===== src/rtl/key_pkg.sv =====
// Shared key indices and vector type for the key front end.
// The power key sits above the eight pad keys.
package key_pkg;
    localparam int NUM_KEYS_DEFAULT = 9;

    localparam int KEY_A      = 0;
    localparam int KEY_B      = 1;
    localparam int KEY_SELECT = 2;
    localparam int KEY_START  = 3;
    localparam int KEY_RIGHT  = 4;
    localparam int KEY_LEFT   = 5;
    localparam int KEY_UP     = 6;
    localparam int KEY_DOWN   = 7;
    localparam int KEY_POWER  = 8;

    typedef logic [NUM_KEYS_DEFAULT-1:0] key_vec_t;
endpackage


===== src/rtl/key_debounce_cell.sv =====
// One key slice: two-flop synchroniser, short-press latch, clk_ce debounce
// counter and a registered edge interrupt lasting one clk_ce period.
module key_debounce_cell #(
    parameter int DEBOUNCE_TICKS = 4,
    parameter int CNT_W          = 8
) (
    input  logic clk_sys,
    input  logic reset_n,
    input  logic clk_ce,
    input  logic key_raw,
    input  logic irq_on_release,
    output logic key_stable,
    output logic key_irq
);
    localparam logic [CNT_W-1:0] CNT_LAST = CNT_W'(DEBOUNCE_TICKS - 1);

    logic             sync1_q, sync2_q;
    logic             latch_q, latch_d;
    logic             stable_q, stable_d;
    logic             irq_q, irq_d;
    logic             sample;
    logic [CNT_W-1:0] cnt_q, cnt_d;

    always_comb begin
        sample   = sync2_q | latch_q;
        // a press seen on the same cycle as the clear must survive
        latch_d  = sync2_q | (latch_q & ~clk_ce);
        stable_d = stable_q;
        cnt_d    = cnt_q;
        irq_d    = irq_q;
        if (clk_ce) begin
            irq_d = 1'b0;
            if (sample == stable_q) begin
                cnt_d = '0;
            end else if (cnt_q == CNT_LAST) begin
                stable_d = sample;
                cnt_d    = '0;
                irq_d    = sample | irq_on_release;
            end else begin
                cnt_d = cnt_q + CNT_W'(1);
            end
        end
    end

    always_ff @(posedge clk_sys or negedge reset_n) begin
        if (!reset_n) begin
            sync1_q  <= 1'b0;
            sync2_q  <= 1'b0;
            latch_q  <= 1'b0;
            stable_q <= 1'b0;
            irq_q    <= 1'b0;
            cnt_q    <= '0;
        end else begin
            sync1_q  <= key_raw;
            sync2_q  <= sync1_q;
            latch_q  <= latch_d;
            stable_q <= stable_d;
            irq_q    <= irq_d;
            cnt_q    <= cnt_d;
        end
    end

    assign key_stable = stable_q;
    assign key_irq    = irq_q;
endmodule


===== src/rtl/key_irq_gen.sv =====
// Key front end: one independent debounce cell per key, outputs feed the
// key register read path and the interrupt controller.
module key_irq_gen
    import key_pkg::*;
#(
    parameter int NUM_KEYS       = NUM_KEYS_DEFAULT,
    parameter int DEBOUNCE_TICKS = 4,
    parameter int CNT_W          = 8
) (
    input  logic                clk_sys,
    input  logic                reset_n,
    input  logic                clk_ce,
    input  logic [NUM_KEYS-1:0] keys_raw,
    input  logic [NUM_KEYS-1:0] irq_on_release,
    output logic [NUM_KEYS-1:0] keys_stable,
    output logic [NUM_KEYS-1:0] key_irqs
);
    for (genvar i = 0; i < NUM_KEYS; i++) begin : g_key
        key_debounce_cell #(
            .DEBOUNCE_TICKS(DEBOUNCE_TICKS),
            .CNT_W         (CNT_W)
        ) u_cell (
            .clk_sys       (clk_sys),
            .reset_n       (reset_n),
            .clk_ce        (clk_ce),
            .key_raw       (keys_raw[i]),
            .irq_on_release(irq_on_release[i]),
            .key_stable    (keys_stable[i]),
            .key_irq       (key_irqs[i])
        );
    end
endmodule


===== config.mk =====
export PLATFORM = sky130hd
export DESIGN_NAME = key_irq_gen
export DESIGN_NICKNAME = d
export VERILOG_FILES = /design/src/rtl/key_pkg.sv /design/src/rtl/key_debounce_cell.sv /design/src/rtl/key_irq_gen.sv
export SDC_FILE = /design/constraint.sdc
export NUM_CORES = 1
export LEC_CHECK = 0
export CORE_ASPECT_RATIO = 1.1
export CORE_UTILIZATION = 59
export CTS_CLUSTER_SIZE = 8
export DETAILED_ROUTE_END_ITERATION = 16
export HOLD_SLACK_MARGIN = 0.05
export PLACE_DENSITY = 0.88
export SLEW_MARGIN = 15
export SYNTH_ARGS = -nofsm -noshare
export SYNTH_HDL_FRONTEND = slang
export SYNTH_SLANG_ARGS = --single-unit

===== constraint.sdc =====
create_clock -name clk_sys -period 2.71 [get_ports clk_sys]
set_clock_uncertainty 0.2 [all_clocks]
set_input_delay 0.6775 -clock clk_sys [delete_from_list [all_inputs] [get_ports clk_sys]]
set_output_delay 0.6775 -clock clk_sys [all_outputs]
set_load 0.02 [all_outputs]

==> results of run 1 <==
state kept, by name (all words and copies together), names as in the netlist:
register / flops
g_key.u_cell.sync1_q: 9
g_key.u_cell.sync2_q: 9
g_key.u_cell.latch_q: 9
g_key.u_cell.cnt_q: 72
g_key.u_cell.key_irq: 9
g_key.u_cell.key_stable: 9
routing by layer:
layer,wire length (um),vias to the layer above,part of all wire
li1,-,2097,-
met1,5096,2245,0.44
met2,5769,110,0.50
met3,486,21,0.042
met4,203,0,0.018
met5,0,-,0
kinds of logic (layout without fill, tap and decap cells):
| kind of cell | count (synthesis) | count (layout) | synth area share |
|---|---|---|---|
| AO/OA/AOI/OAI | 148 | 148 | 0.1882 |
| XOR/XNOR | 18 | 18 | 0.02780 |
| adder cells (fa/ha/maj) | 9 | 9 | 0.01985 |
| buffers and inverters | 51 | 95 | 0.04743 |
| flip-flops | 117 | 117 | 0.5162 |
| multiplexers | 13 | 13 | 0.02360 |
| AND/OR/NAND/NOR | 181 | 181 | 0.1769 |
layout make-up:
cell class	instances	area share
Clock buffer	22	0.06886
Multi-Input combinational cell	369	0.3681
Tap cell	117	0.02178
Sequential cell	117	0.4355
Clock inverter	10	0.02606
Inverter	14	0.007817
Timing Repair Buffer	49	0.07184
cell usage after synthesis (all sizes together) (7+ instances only):
cell,count
a21o,12
a21oi,10
a31oi,44
a32o,7
a41oi,8
and3,16
buf,22
clkbuf,15
dfrtp,117
ha,9
inv,14
mux2i,10
nand2,33
nand2b,11
nand3,49
nor2,12
nor3,21
o21ai,12
o2bb2ai,19
o31ai,9
or3,10
or4,7
xnor2,8
xor2,10
cells in the final DEF, fill, tap and decap left out, types with 10 or more instances in the layout:
| cell type | count |
|---|---|
| dfrtp_1 | 117 |
| nand3_1 | 49 |
| a31oi_1 | 44 |
| clkdlybuf4s50_1 | 36 |
| nand2_1 | 32 |
| o2bb2ai_1 | 19 |
| nor3_1 | 18 |
| and3_1 | 16 |
| clkbuf_16 | 16 |
| inv_1 | 13 |
| a21o_1 | 12 |
| nor2_1 | 12 |
| nand2b_1 | 11 |
| o21ai_0 | 11 |
| or3_1 | 10 |
| mux2i_1 | 10 |
| xor2_1 | 10 |
worst min-delay path by stage:
stage | start | to | slack (ns) | depth (start not counted)
after floorplan | g_key[0].u_cell.sync1_q | g_key[0].u_cell.sync2_q | 0.13 | 0
after global placement | g_key[5].u_cell.sync1_q | g_key[5].u_cell.sync2_q | 0.13 | 0
after detailed placement | g_key[6].u_cell.sync1_q | g_key[6].u_cell.sync2_q | 0.13 | 0
after CTS | g_key[6].u_cell.sync1_q | g_key[6].u_cell.sync2_q | 0.15 | 0
after global routing | g_key[6].u_cell.sync1_q | g_key[6].u_cell.sync2_q | 0.16 | 0
final | g_key[6].u_cell.sync1_q | g_key[6].u_cell.sync2_q | 0.15 | 0
power by group through the flow:
stage	combinational (mW)	clock, mW	sequential, mW
2_1_floorplan	0.992	0	2.28
4_1_cts	1.26	2.43	2.33
3_5_place_dp	1.25	0	2.36
5_1_grt	1.40	2.51	2.39
6_report	1.26	2.40	2.34
3_3_place_gp	1.20	0	2.33
per-stage QoR:
stage               hold slack, ns    util  cells  power, mW  worst slack [ns]
CTS                         0.1468  0.7189    698      6.032            0.2389
global route                0.1600  0.7189    698      6.304            0.1736
finish                      0.1460  0.7189    698      6.003            0.2533
global placement            0.1334  0.6496    665      3.528            0.5906
floorplan                   0.1312       -    537      3.269            0.7755
detailed placement          0.1347  0.6496    665      3.609            0.5241
==> summary.md, run 1 <==
| Metric | Value |
|---|---|
| Status | `finished, final reports clean` |
| Fin crit share | `0.9065` |
| Initial Utilization | `0.6065` |
| Initial antenna violation count | `0` |
| Synth Register Bits | `117` |
| CP endpoint kind | `primary output` |
| Register area | `2928 sq um` |
| Synth Area per Inst | `10.56 sq um` |
| CTS Buf Count | `17` |
| Post-DRT Antenna Nets | `0` |
| Clk slew on worst S/H paths | `0.05 ns` |
| CP arrival | `1.58 ns` |
| Area of the die | `10010 sq um` |
| DP HPWL | `7.497 mm` |
| Clock Power Share | `0.400` |
| Logic pwr share | `0.210` |
| Number of I/O pins | `39` |
| Max H-tree Level | `4` |
| Final WL | `11.56 mm` |
| Crit-path cells | `clkdlybuf4s50_1` |
| Setup TNS | `0 ns` |
| Pwr dens | `~890 nW/um^2` |
| CP Depth | `1` |
| Startpoint types | `flip-flop` |
| Depth of the most critical reg-to-reg path | `4` |
| Core area | `9351 sq um` |
| Via count | `4473` |
| Slew headroom | `0.5800` |
| Leakage | `2.853 nW` |
| Worst Max-Slew Pin Slew | `0.6254 ns` |
| Pint | `4.249 mW` |
| Critical Path Fanout Max | `4` |
| CP max stage cell | `clkdlybuf4s50_1` |
| Multi-input logic area | `2475 sq um` |
| DRT Pass-1 Iters | `4` |
| Synthesized netlist cell count | `537` |
| CP bufs+invs | `1` |
| DRC viols | `0` |
| Setup Buffers After CTS | `0` |
| Final GP Congestion | `0.8199` |
| Post-synth net total | `567` |
| Net switching power | `1.755 mW` |
| EDFF count, synth | `0` |
| Total Routing Usage GR | `0.2518` |
| Die Y | `104.8 um` |
| CTS Hold Bufs | `1` |
| Max-Cap Viols | `0` |
| PostCTS Resize Cnt | `0` |
| Crit path capture | `keys_stable[2]` |
| Yosys warning total | `0` |
| Hold Fails Final Rpt | `0` |
| Max VDD drop | `0.4459 mV` |
| Pin count of the biggest net entering global routing | `between 50 and 60` |
| Yosys cell types | `52` |
| CTS tree | `yes` |
| Crit-path max cell delay | `0.64 ns` |
| Area grow syn2layout | `18.53%` |
| Global route overflow | `0` |
| Seq pwr share | `0.390` |
| RSZ-0062 raised after global routing | `false` |
| First-pass GRT wire length | `19.44 mm` |
| Sw Share | `0.2923` |
| R2r startpoint | `g_key[3].u_cell.cnt_q[3]` |
| Clock buffer depth | `2` |
| Post-synth top flop | `dfrtp_1` |
| Met2 usage | `0.4097` |
| CP delay by family, top | `buffers and inverters` |
| Clock latency on the worst-skew pair | `~0.53 ns` |
| M3 GR Usage | `0.07496` |
| # port buffers | `38` |
| Setup Viol. Count Final | `0` |
| Register area share after synthesis | `0.5162` |
| Number of global-route vias before repair | `4355` |
| R2R Setup Slk | `0.59 ns` |
| Critical path launch point | `g_key[2].u_cell.key_stable` |
| Largest cells by area after synthesis | `dfrtp_1 (52%), a31oi_1 (4.9%), nand3_1 (4.3%), o2bb2ai_1 (2.9%), buf_4 (2.4%)` |
| Post-synthesis async set-or-reset flop share | `1.000` |
| Post-DR wirelength/cell | `16.55 um` |
| Fillcell total | `629` |
| Clock root buffer | `clkbuf_8` |
| Share of cells above drive strength 1 | `0.1050` |
| FF-to-FF End | `g_key[3].u_cell.cnt_q[2]` |
| Ant diodes | `0` |
| Clk sinks | `117` |
| Placed Area | `6075 sq um` |
| Die W | `about 95 um` |
| Min Tclk post-route | `2.457 ns` |
| Global routing usage on met1 | `0.3107` |
| Nets | `between 500 and 600` |
| Design Area, Final | `between 6000 and 7000 sq um` |
| Synth top area share | `0.5162` |
| Grt peak-use layer | `met2` |
| Num rows | `37` |
| Vias per inst | `about 6.4` |
| Final Slew Violations | `0` |
| DR iter-0 viols | `262` |
| Hold WC Path Type | `flip-flop to flip-flop` |
| Required time of the critical path | `1.83 ns` |
| Max Freq | `between 400 and 500 MHz` |
| Syn Std Cell Area | `between 5000 and 6000 sq um` |
| Yosys top cell by area | `dfrtp_1` |
| CP Class | `flip-flop to primary output` |
Power figures use the tool's default switching activity.
==> run 2, diff against run 1 <==
Settings changed: CAP_MARGIN from default to 20, CORE_UTILIZATION 59 to 63, PLACE_DENSITY 0.88 to 0.92.
Clock period 2.71 ns to 3 ns, I/O delays scaled along.
==> run 2 against run 1 <==
Combinational power fell by 5%. Critical endpoint is now keys_stable[4]. Clock power fell by 9.6%. Routed wire length rose by 16%. Die area fell by 6.2%. Largest power group unchanged. Largest cell class unchanged. Cell count fell by 1.3%. Highest routed layer unchanged. Global-route usage rose by 5.6 points.
==> summary.md, run 2 (synthesis results as in run 1) <==
| Metric | Value |
|---|---|
| Status | `finished, final reports clean` |
| Crit-path cells | `clkdlybuf4s50_1` |
| DR iter-0 viols | `277` |
| Ant diodes | `0` |
| Clock root buffer | `clkbuf_8` |
| RSZ-0062 raised after global routing | `false` |
| Via count | `4705` |
| Final WL | `~13 mm` |
| # port buffers | `38` |
| Min Tclk post-route | `2.509 ns` |
| Core area | `8539 sq um` |
| Initial Utilization | `0.6642` |
| Clock Power Share | `0.394` |
| Design Area, Final | `6674 sq um` |
| First-pass GRT wire length | `22.16 mm` |
| Max-Cap Viols | `0` |
| Logic pwr share | `0.218` |
| CTS Hold Bufs | `0` |
| Num rows | `35` |
| Seq pwr share | `0.388` |
| DP HPWL | `7.696 mm` |
| Final Slew Violations | `0` |
| Pwr Total | `5.501 mW` |
| Commonest cells after routing, fill and taps aside | `dfrtp_1 (117), nand3_1 (49), a31oi_1 (44)` |
| Initial antenna violation count | `0` |
| Max VDD drop | `about 0.5 mV` |
| Pwr dens | `824.2 nW/um^2` |
| Post-DRT Antenna Nets | `0` |
| Final GP Congestion | `0.8351` |
| Total Routing Usage GR | `0.3074` |
| Clk sinks | `117` |
| Critical path launch point | `g_key[4].u_cell.key_stable` |
| CP Class | `flip-flop to primary output` |
| Worst Max-Slew Pin Slew | `0.6626 ns` |
| Sw Share | `0.3063` |
| Pin count of the biggest net entering global routing | `slightly above 50` |
| CP delay by family, top | `buffers and inverters` |
| Nets | `596` |
| Global route overflow | `0` |
| R2R Setup Slk | `0.77 ns` |
| Clock latency on the worst-skew pair | `0.52 ns` |
| CP max stage cell | `clkdlybuf4s50_1` |
| Fin crit share | `0.8362` |
| Placed Area | `6047 sq um` |
| DRC viols | `0` |
| Fillcell total | `approximately 510` |
| Crit-path max cell delay | `0.64 ns` |
| Max Freq | `398.6 MHz` |
| CP endpoint kind | `primary output` |
| Dpl ws | `roughly 0.66 ns` |
| Leakage | `2.829 nW` |
| Required time of the critical path | `2.05 ns` |
| Depth of the most critical reg-to-reg path | `5` |
| Post-DR wirelength/cell | `~19 um` |
| Share of cells above drive strength 1 | `0.1021` |
| Max H-tree Level | `4` |
| Pint | `3.816 mW` |
| Critical Path Fanout Max | `5` |
| Multi-input logic area | `2475 sq um` |
| Number of global-route vias before repair | `~4700` |
| Setup TNS | `0 ns` |
| Register area | `~2900 sq um` |
| Die W | `92.47 um` |
| Top reg by flops | `g_key.u_cell.cnt_q` |
| Hold WC Path Type | `input port to async pin` |
| CTS Buf Count | `17` |
| CTS tree | `yes` |
| Hold Fails Final Rpt | `0` |
| Area grow syn2layout | `17.67%` |
| Min Hold Slack | `0.04924 ns` |
| Worst Slack Setup Final | `0.4914 ns` |
| Area of the die | `around 9400 sq um` |
| FF-to-FF End | `g_key[3].u_cell.cnt_q[2]` |
| Net switching power | `1.685 mW` |
| Setup Buffers After CTS | `0` |
| Clk slew on worst S/H paths | `0.06 ns` |
| Slew headroom | `0.5582` |
| Clock buffer depth | `2` |
| R2r startpoint | `g_key[3].u_cell.cnt_q[0]` |
| Setup Viol. Count Final | `0` |
| CP arrival | `1.56 ns` |
| Vias per inst | `6.829` |
| Commonest non-fill, non-tap cell in the layout | `dfrtp_1` |
| DRT Pass-1 Iters | `5` |
| CP bufs+invs | `1` |
| Startpoint types | `flip-flop` |
| PostCTS Resize Cnt | `0` |
| Die Y | `approximately 100 um` |
| Max reg flops | `72` |
| Number of I/O pins | `39` |
run 2: changes by cell type in the layout (fill, tap and decap cells not counted), sizes merged:
cell,delta
buf,-1
clkbuf,-1
clkinv,-1
clkinvlp,+1
dlygate4sd3,-1
run 2: how the worst max path moves through the flow:
stage	to	depth (start not counted)
final	keys_stable[4]	1
after global routing	keys_stable[5]	1
after CTS	keys_stable[3]	1
after detailed placement	g_key[1].u_cell.cnt_q[2]	7
after global placement	g_key[1].u_cell.cnt_q[5]	7
after floorplan	g_key[4].u_cell.key_stable	5
run 2: power groups by stage:
stage	sequential, mW	clock (mW)	combinational [mW]
finish	2.13	2.17	1.20
global route	2.17	2.27	1.31
CTS	2.12	2.18	1.19
detailed placement	2.13	0	1.15
global placement	2.10	0	1.09
floorplan	2.06	0	0.896
run 2: through the flow:
step,util,instances
floorplan,-,537
global placement,0.7081,658
detailed placement,0.7081,658
CTS,0.7815,689
global route,0.7815,689
finish,0.7815,689
run 2: per-layer routing:
metal / GRT usage / routed length (um) / share of wire / up-vias
met5: 0 / 0 / 0 / -
met4: 0.1695 / 495 / 0.037 / 0
met3: 0.07583 / 815 / 0.061 / 51
met2: 0.5242 / 6891 / 0.52 / 227
met1: 0.3590 / 5145 / 0.39 / 2326
li1: - / - / - / 2101
run 2: final cells by class:
class | count | share of cell area
Sequential cell | 117 | 0.4387
Multi-Input combinational cell | 369 | 0.3708
Timing Repair Buffer | 47 | 0.06787
Clock buffer | 21 | 0.06730
Clock inverter | 10 | 0.02662
Tap cell | 111 | 0.02081
Inverter | 14 | 0.007874
==> run 3, diff against run 2 <==
Settings changed: CORE_UTILIZATION 63 to 53, PLACE_DENSITY 0.92 to 0.84.
Clock period 3 ns to 2.1 ns, I/O delays scaled along.
==> run 3 against run 2 <==
Critical path depth up 4. Flip-flop and latch count unchanged. Die area is 18% higher. Utilization fell by 13 points. Register-to-register slack worse by 0.71 ns. Routed wire length decreased by 14%. Worst hold slack better by 0.097 ns.
==> summary.md, run 3 (synthesis results as in run 1) <==
| Metric | Value |
|---|---|
| Area of the die | `11120 sq um` |
| Final Slew Violations | `0` |
| Leakage | `2.962 nW` |
| Design Area, Final | `6770 sq um` |
| Worst Max-Slew Pin Slew | `just under 0.7 ns` |
| Core area | `10390 sq um` |
| Status | `finished, final reports clean` |
| DP HPWL | `7.288 mm` |
| Pin count of the biggest net entering global routing | `between 100 and 150` |
| Top reg by flops | `g_key.u_cell.cnt_q` |
| Initial antenna violation count | `0` |
| Fillcell total | `777` |
| CP bufs+invs | `0` |
| Number of global-route vias before repair | `4424` |
| Max H-tree Level | `4` |
| # port buffers | `38` |
| Clk sinks | `117` |
| Clock latency on the worst-skew pair | `between 0.4 and 0.5 ns` |
| Commonest cells after routing, fill and taps aside | `dfrtp_1 (117), nand3_1 (49), a31oi_1 (44)` |
| Share of cells above drive strength 1 | `0.1227` |
| Slew headroom | `0.5480` |
| Crit-path max cell delay | `0.58 ns` |
| Post-DRT Antenna Nets | `0` |
| DRT Pass-1 Iters | `4` |
| Number of I/O pins | `39` |
| Hold Fails Final Rpt | `0` |
| CP arrival | `approximately 2.1 ns` |
| Die Y | `110.5 um` |
| Setup TNS | `0 ns` |
| CP max stage cell | `or4_4` |
| Clock root buffer | `clkbuf_16` |
| Clk slew on worst S/H paths | `around 0.05 ns` |
| DRC viols | `0` |
| Critical Path Fanout Max | `11` |
| Nets | `604` |
| Dpl cells | `about 700` |
| Crit-path cells | `ha_1, nand2b_1, or4_4, a31oi_1, o22ai_1` |
| RSZ-0062 raised after global routing | `false` |
| First-pass GRT wire length | `20.15 mm` |
| Final GP Congestion | `0.8268` |
| Final WL | `between 10 and 15 mm` |
| CP Class | `flip-flop to flip-flop` |
| Vias per inst | `6.015` |
| Die W | `between 100 and 150 um` |
| Num rows | `39` |
| Placed Area | `6165 sq um` |
| Commonest non-fill, non-tap cell in the layout | `dfrtp_1` |
| Area grow syn2layout | `19.37%` |
| R2R Setup Slk | `approximately 0.064 ns` |
| Pwr dens | `1104 nW/um^2` |
| Setup Viol. Count Final | `0` |
| Min Tclk post-route | `2.036 ns` |
| Clock buffer depth | `2` |
| Total Routing Usage GR | `0.2292` |
| CP endpoint kind | `flip-flop` |
| Required time of the critical path | `~2.2 ns` |
| Max VDD drop | `0.5639 mV` |
| Global route overflow | `0` |
| Startpoint types | `flip-flop` |
| CP delay by family, top | `simple AND/OR/NAND/NOR gates` |
| Max reg flops | `72` |
| Via count | `4391` |
| CTS Buf Count | `17` |
| Ant diodes | `0` |
| Hold WC Path Type | `flip-flop to flip-flop` |
| Max-Cap Viols | `0` |
| DR iter-0 viols | `295` |
| Initial Utilization | `0.5457` |
| Fin crit share | `0.9693` |
| Max Freq | `~490 MHz` |
| Post-DR wirelength/cell | `15.67 um` |
| CTS tree | `yes` |
| Layout Cells excl Fill | `730` |
==> run 3: worst reg2reg max path, stage by stage, from the launching register on <==
cell,delay [ns]
dfrtp_1,0.42
ha_1,0.24
nand2b_1,0.11
or4_4,0.58
a31oi_1,0.26
o22ai_1,0.12
==> run 3: layout make-up <==
class | count | area [sq um] | area share
Sequential cell | 117 | 2928 | 0.4325
Clock buffer | 22 | 484.2 | 0.07152
Multi-Input combinational cell | 369 | 2495 | 0.3685
Inverter | 14 | 52.55 | 0.007762
Clock inverter | 10 | 102.6 | 0.01515
Tap cell | 143 | 178.9 | 0.02643
Timing Repair Buffer | 55 | 529.3 | 0.07817
==> run 3: worst paths after layout <==
check,from,endpoint,cells after the start
max in group asynchronous,reset_n,g_key[7].u_cell.cnt_q[6],3
worst min register to register,g_key[1].u_cell.sync1_q,g_key[1].u_cell.sync2_q,0
min in group asynchronous,reset_n,g_key[1].u_cell.sync2_q,3
worst max-delay path,g_key[3].u_cell.cnt_q[0],g_key[3].u_cell.cnt_q[2],5
worst max register to register,g_key[3].u_cell.cnt_q[0],g_key[3].u_cell.cnt_q[2],5
worst min-delay path,g_key[1].u_cell.sync1_q,g_key[1].u_cell.sync2_q,0
==> run 3: stage by stage <==
step	setup WS, ns	util	power, mW	hold WS [ns]
after detailed placement	0.01518	0.5931	4.699	0.1364
after global placement	0.1109	0.5931	4.581	0.1341
after global routing	0.003503	0.6514	7.898	0.1490
after CTS	0.0001971	0.6491	7.512	0.1480
final	0.06440	0.6514	7.474	0.1463
after floorplan	0.1808	-	4.219	0.02941
==> run 3: power breakdown <==
group	internal [mW]	total [mW]	switching [mW]	leakage (nW)
logic	0.707	1.63	0.923	1.15
clock network	1.85	2.83	0.973	0.295
registers	2.61	3.02	0.406	1.52
total	5.17	7.47	2.30	2.96
==> run 3: timing repair <==
action	4_1_cts	5_1_grt
gates resized for setup	16	7
setup buffers	0	0
hold endpoints to repair	112	0
hold buffers	1	0
endpoints found under the setup margin	20	8
==> run 3: layer usage <==
| layer | up-vias | global-route usage | wire, um |
|---|---|---|---|
| met5 | - | 0 | 0 |
| met3 | 11 | 0.06329 | 466 |
| li1 | 2109 | - | - |
| met2 | 102 | 0.3758 | 5789 |
| met1 | 2169 | 0.2796 | 5086 |
| met4 | 0 | 0.1034 | 97 |
